`src/rtl/multi_dice_roller.sv`:
```
// Purpose: N-die odometer dice roller with per-die hold; a roll FSM flags the settled throw.
// Latency: release sampled at edge k -> valid high for the cycle after edge k; throw is registered.
// Backpressure: none; enable=0 freezes every register, a pending valid is held until enable returns.
module multi_dice_roller #(
  parameter int N_DICE = 2,
  parameter int FACES  = 6
) (
  input  logic                                      clk,
  input  logic                                      rst,
  input  logic                                      enable,
  input  logic                                      button,
  input  logic [N_DICE-1:0]                         hold,
  output logic [N_DICE*$clog2(FACES+1)-1:0]         throw,
  output logic [$clog2(N_DICE*FACES+1)-1:0]         sum,
  output logic                                      valid,
  output logic                                      all_match
);

  localparam int W  = $clog2(FACES + 1);
  localparam int SW = $clog2(N_DICE * FACES + 1);

  localparam logic [W-1:0] FACE_MAX = W'(FACES);
  localparam logic [W-1:0] FACE_ONE = W'(1);

  typedef enum logic [1:0] {
    IDLE = 2'd0,
    ROLL = 2'd1,
    DONE = 2'd2
  } state_t;

  state_t       state_q;
  state_t       state_d;
  logic         do_step;
  logic         settle;
  logic         match;
  logic [W-1:0] die_q [N_DICE];
  logic [W-1:0] die_d [N_DICE];

  // Roll FSM: decides whether the dice step this edge and where the FSM goes next.
  always_comb begin
    state_d = state_q;
    do_step = 1'b0;
    settle  = 1'b0;
    case (state_q)
      IDLE: begin
        if (button) begin
          state_d = ROLL;
          do_step = 1'b1;
        end
      end
      ROLL: begin
        if (button) begin
          do_step = 1'b1;
        end else begin
          state_d = DONE;
          settle  = 1'b1;
        end
      end
      DONE: begin
        if (button) begin
          state_d = ROLL;
          do_step = 1'b1;
        end else begin
          state_d = IDLE;
        end
      end
      default: state_d = IDLE;
    endcase
  end

  // Odometer step: carry ripples from die 0 upward, held dice pass it through untouched.
  always_comb begin : step_calc
    logic carry;
    carry = 1'b1;
    for (int i = 0; i < N_DICE; i++) begin
      die_d[i] = die_q[i];
      if (hold[i]) begin
        die_d[i] = die_q[i];
      end else if (die_q[i] == '0 || die_q[i] > FACE_MAX) begin
        // Corrupted value recovers to face 1 without disturbing the dice above.
        die_d[i] = FACE_ONE;
        carry    = 1'b0;
      end else if (carry) begin
        if (die_q[i] == FACE_MAX) begin
          die_d[i] = FACE_ONE;
          carry    = 1'b1;
        end else begin
          die_d[i] = die_q[i] + FACE_ONE;
          carry    = 1'b0;
        end
      end
    end
  end

  // All-equal detect on the current (registered) dice values.
  always_comb begin
    match = 1'b1;
    for (int i = 1; i < N_DICE; i++) begin
      if (die_q[i] != die_q[0]) match = 1'b0;
    end
  end

  // Sum of all dice and packing of the die registers onto the throw bus.
  always_comb begin
    sum   = '0;
    throw = '0;
    for (int i = 0; i < N_DICE; i++) begin
      sum             = sum + SW'(die_q[i]);
      throw[i*W +: W] = die_q[i];
    end
  end

  // State, dice, valid and all_match registers; reset wins over enable.
  always_ff @(posedge clk) begin
    if (!rst) begin
      state_q   <= IDLE;
      valid     <= 1'b0;
      all_match <= 1'b0;
      for (int i = 0; i < N_DICE; i++) die_q[i] <= FACE_ONE;
    end else if (enable) begin
      state_q <= state_d;
      valid   <= (state_d == DONE);
      if (settle) all_match <= match;
      if (do_step) begin
        for (int i = 0; i < N_DICE; i++) die_q[i] <= die_d[i];
      end
    end
  end

endmodule

```
`config.mk`:
```
export PLATFORM = sky130hd
export DESIGN_NAME = multi_dice_roller
export DESIGN_NICKNAME = d
export VERILOG_FILES = /design/src/rtl/multi_dice_roller.sv
export SDC_FILE = /design/constraint.sdc
export NUM_CORES = 1
export LEC_CHECK = 0
export ABC_AREA = 1
export BUFFER_PORTS_ARGS = -buffer_cell sky130_fd_sc_hd__buf_2
export CAP_MARGIN = 20
export CELL_PAD_IN_SITES_DETAIL_PLACEMENT = 0
export CELL_PAD_IN_SITES_GLOBAL_PLACEMENT = 1
export CORE_UTILIZATION = 30
export DETAILED_ROUTE_END_ITERATION = 6
export MAX_ROUTING_LAYER = met4
export PLACE_DENSITY = 0.63
export SYNTH_ARGS = -nofsm -noshare
export SYNTH_HDL_FRONTEND = slang
export SYNTH_SLANG_ARGS = --single-unit
```
`constraint.sdc`:
```
create_clock -name clk -period 4.3 [get_ports clk]
set_input_delay 0.43 -clock clk [delete_from_list [all_inputs] [get_ports clk]]
set_output_delay 0.43 -clock clk [all_outputs]
set_load 0.005 [all_outputs]
```
==> Word level (Yosys, flattened, before mapping) <==
Memory sizes are Yosys's and may differ from the RTL's.
Cells that the tools add are included.
{ "totals": {"word_cells": 50, "mem_count": 1, "ram_bits": 6, "inputBits": 6, "register_bits": 4, "out_inout_bits": 12} }
{ "memory_table": {"columns": ["memory", "words", "width", "read_ports", "rd_ports_with_merged_regs", "write_ports", "line_no", "source"], "rows": [
  ["die_q", 2, 3, 2, 0, 2, "36", "logic [W-1:0] die_q [N_DICE];"]
]} }
{ "classes": {"n_lt_le_gt_ge": 2, "mux": 26, "n_eq_ne": 6, "bitwise_logic": 2, "n_addsub": 3, "reduce_logical": 7} }
{ "ops": {"columns": ["operator", "count"], "rows": [
  ["$mux W3", 9],
  ["$mux W1", 14],
  ["$add A3 B1 Y3 const B", 2],
  ["$eq A3 B3 Y1 const B", 2],
  ["$gt A3 B3 Y1 const B", 2],
  ["$logic_not A3 Y1", 2],
  ["$pmux W2 S3", 1],
  ["$add A3 B3 Y4", 1],
  ["$eq A2 B2 Y1 const B", 2],
  ["$mux W2", 2],
  ["$ne A3 B3 Y1", 1],
  ["$reduce_or A3 Y1", 1],
  ["$eq A2 B1 Y1 const B", 1],
  ["$logic_not A2 Y1", 1],
  ["$logic_or A1 B1 Y1", 2],
  ["$or A1 B1 Y1", 2],
  ["$reduce_and A2 Y1", 1]
]} }

==> Depth between registers and ports, before layout <==
An unclocked memory read counts as a cell.
{ "depth": {"word_depth": 9, "ltp_mapped": 7, "ltp_nobuf": 7} }

==> Worst setup path after synthesis <==
Ideal clock, no wire load.
{ "synth_timing": {"path_type": "flip-flop to output port", "from": "memory die_q[0][0] in the netlist's numbering", "to": "output sum[2]", "stages_incl_launch_ff": 4, "arrival_time_ns": 1.230, "slack_ns": 2.640, "required_ns": 3.870, "n_path_buf": 0, "path_cell_list": "edfxtp_1 > ha_1 > fa_1 > xor2_1"} }
{ "synth_rtl": {"columns": ["item", "line_no", "source"], "rows": [
  ["from (decl)", "36", null],
  ["to (decl)", "14", "output logic [$clog2(N_DICE*FACES+1)-1:0] sum,"]
]} }

==> parameters.txt <==
Parameter                              Value

Placed design
  Final weighted congestion in routability-driven placement    approximately 0.76
  Port buffer count    17
  Detailed placer's ending HPWL    1.043 mm

STA
  Fin Hold WS    0.4483 ns
  Final-report hold violation count    0
  Tightest Pin Transition    roughly 0.30 ns
  Final critical-path required period    approximately 2.1 ns
  Fraction of the cycle the final worst path needs    0.4855
  Worst clock skew    0.008352 ns
  Total of endpoints with negative setup slack in the final report    0
  Setup Total Neg Slack    0 ns
  Worst slew margin relative to its limit    0.8004
  Unrepaired setup endpoints after global routing    no
  Pins over their slew limit    0
  Highest attainable clock frequency    around 0.48 GHz

Worst setup path
  Endpoint kind of the worst setup timing path    primary output
  Setup slack, reg-to-reg    roughly 2.7 ns
  Maximum fanout along the worst path    5
  Arrival time of data at the critical path endpoint    1.66 ns
  Type of origin of the critical path    flop
  Endpoint required time on the critical path    3.87 ns
  Crit Path Class    flop to primary output

Synth
  Most area-hungry cell type in the Yosys netlist    edfxtp_1
  Combined area of all synthesized cells    678.2 µm²
  Share of Yosys cell area claimed by the top area cell type    0.2657
  Proportion of synthesized area in mux cells    0
  Complex-gate fraction of the synthesized area    0.03321
  Post-synthesis simple-gate area fraction    0.2546
  Primary FF master, synth    edfxtp_1
  Number of enable-type register cells in the synthesized netlist    6
  Cell types with the largest area share after synthesis    edfxtp_1 (27%), ha_1 (17%), dfxtp_1 (12%)
  Proportion of register bits with asynchronous set or reset after synthesis    0
  Synthesized-area fraction occupied by xor and xnor cells    0.03875
  Post-synthesis cell count    between 80 and 90
  Synthesized netlist net count    between 90 and 100
  Unique cell type count in the Yosys netlist    20
  Proportion of synthesized chip area in sequential cells    0.3838
  Total number of yosys warnings    0
  Synthesis-stage register bit count    10
  Main combinational cell family by area after synthesis    simple AND/OR/NAND/NOR gates
  Post-Synth Adder-Cell Area    0.1956
  Average footprint of a synthesized cell    8.270 µm²

Route
  DRC errors left    0
  Detailed router's first-iteration violation count    4
  Total Wirelength    approximately 1.3 mm
  Post-route antenna net violation count    0
  Via-to-Cell Ratio    4.454
  Number of search-and-repair iterations in the first detailed-routing pass    3
  Count of vias placed by the detailed router    579
  Routed wire per std cell    ~9.9 µm

Clock network
  Post-CTS setup buffers    0
  CTS Buffer Depth    2
  Resized Gates After CTS    0
  Cts bufs inserted    3
  CTS tree    built
  H-tree levels    1
  Clock Sink Count    10
  Clock Latency Late Sink    around 0.26 ns
  Clock Root Buffer    clkbuf_4
  Quantity of hold-fixing buffers added after cts    0
  Clock transition at path regs    about 0.070 ns

Run
  Reported max-cap violation count    0

Global routing
  Number of global-route vias before repair    between 500 and 600
  Global-route wire length before repair    approximately 2.1 mm
  Gr ovfl total    0
  Overall routing resource usage    0.1214
  Largest net degree at the start of global routing    8
  Number of antenna violations at the first check in global routing    0

Floorplanning
  Area of the core    roughly 2000 µm²
  Num rows    16
  Die Outline Area    roughly 2500 µm²
  Starting Density    0.3321
  Top-Level Pins    18
  Die Span Y    slightly below 50 µm
  DIE WIDTH    49.55 µm

Finish
  Area added between synthesis and finish    21.40%
  Layout cells sized above 1    0.2233
  Number of diodes    0
  Commonest cells after routing, fill and taps aside    buf_2 (17), inv_1 (16), nand2_1 (14)
  Number of nets in the final layout    120
  Leading cell type in the layout, fill and taps excluded    buf_2
  Post-layout utilization of the core    0.4032

Pwr
  Power density over the cells    ~270 nW/µm²
  Max VDD drop    about 0.15 mV
  Standby leakage power    0.0004301 µW

Hold path
  Min-delay worst type    input port to flop

Status
  Run status    finished clean
-- cells in the mapped netlist (2+ instances only) --
library cell / count
inv_1: 16
nand2_1: 14
ha_1: 9
nor2_1: 9
edfxtp_1: 6
nand3_1: 6
dfxtp_1: 4
nor3_1: 3
nand4_1: 2
o22ai_1: 2
xnor2_1: 2
-- final timing paths --
kind / startpoint / end / cells past startpoint
setup / recovery: die_q[0][0]$_SDFFCE_PP1P_ / sum[2] / 4
hold / removal: rst / all_match$_SDFFE_PN0P_ / 3
setup reg to reg: die_q[0][4]$_SDFFCE_PP0P_ / die_q[0][4]$_SDFFCE_PP0P_ / 6
hold reg to reg: valid$_SDFFE_PN0P_ / valid$_SDFFE_PN0P_ / 2
-- metrics by stage --
step	total power (µW)	instances	setup slack, ns	cell area (µm²)
3_3_place_gp	156.6	126	2.536	797.0
3_5_place_dp	156.7	126	2.491	797.0
5_1_grt	232.0	130	2.159	823.3
6_report	218.4	130	2.212	823.3
2_1_floorplan	139.8	82	2.640	678.2
4_1_cts	221.8	130	2.210	823.3
-- layer usage --
layer,wire [µm],up-vias,GRT usage
met1,630,252,0.1491
met2,565,19,0.1847
met3,66,4,0.02160
met5,0,-,-
met4,29,0,0.07143
li1,-,304,-
-- flip-flops by register name, indices dropped and copies added (netlist names) --
| register | cells |
|---|---|
| all_match | 1 |
| valid | 1 |
| die_q | 6 |
| state_q | 2 |
-- final cells by class --
cell class                 instances  area (µm²)
clock buffer                       3       22.52
clock inverter                     1       3.754
fill                             235        1219
inverter                          17       63.81
multi-input combinational         55       354.1
sequential                        10       260.3
tap                               27       33.78
timing repair buffer              17       85.08
-- critical path, cell delays in order (launching register included) --
cell	delay [ns]
edfxtp_1	0.46
ha_1	0.27
fa_1	0.39
xor2_1	0.17
buf_2	0.12
-- power breakdown --
| part | internal [µW] | switching (µW) | leakage [µW] | total [µW] |
|---|---|---|---|---|
| clock network | 33.4 | 31.1 | 0.0000154 | 64.5 |
| registers | 106 | 6.20 | 0.0000895 | 113 |
| logic | 19.8 | 21.6 | 0.000325 | 41.3 |
-- kinds of logic (layout without fill, tap and decap cells) --
logic type,count (synthesis),after routing
fa+ha+maj,10,10
buf+inv,17,38
flops,10,10
simple gates,38,38
xor+xnor,3,3
compound gates,4,4
Power figures use the tool's default switching activity.
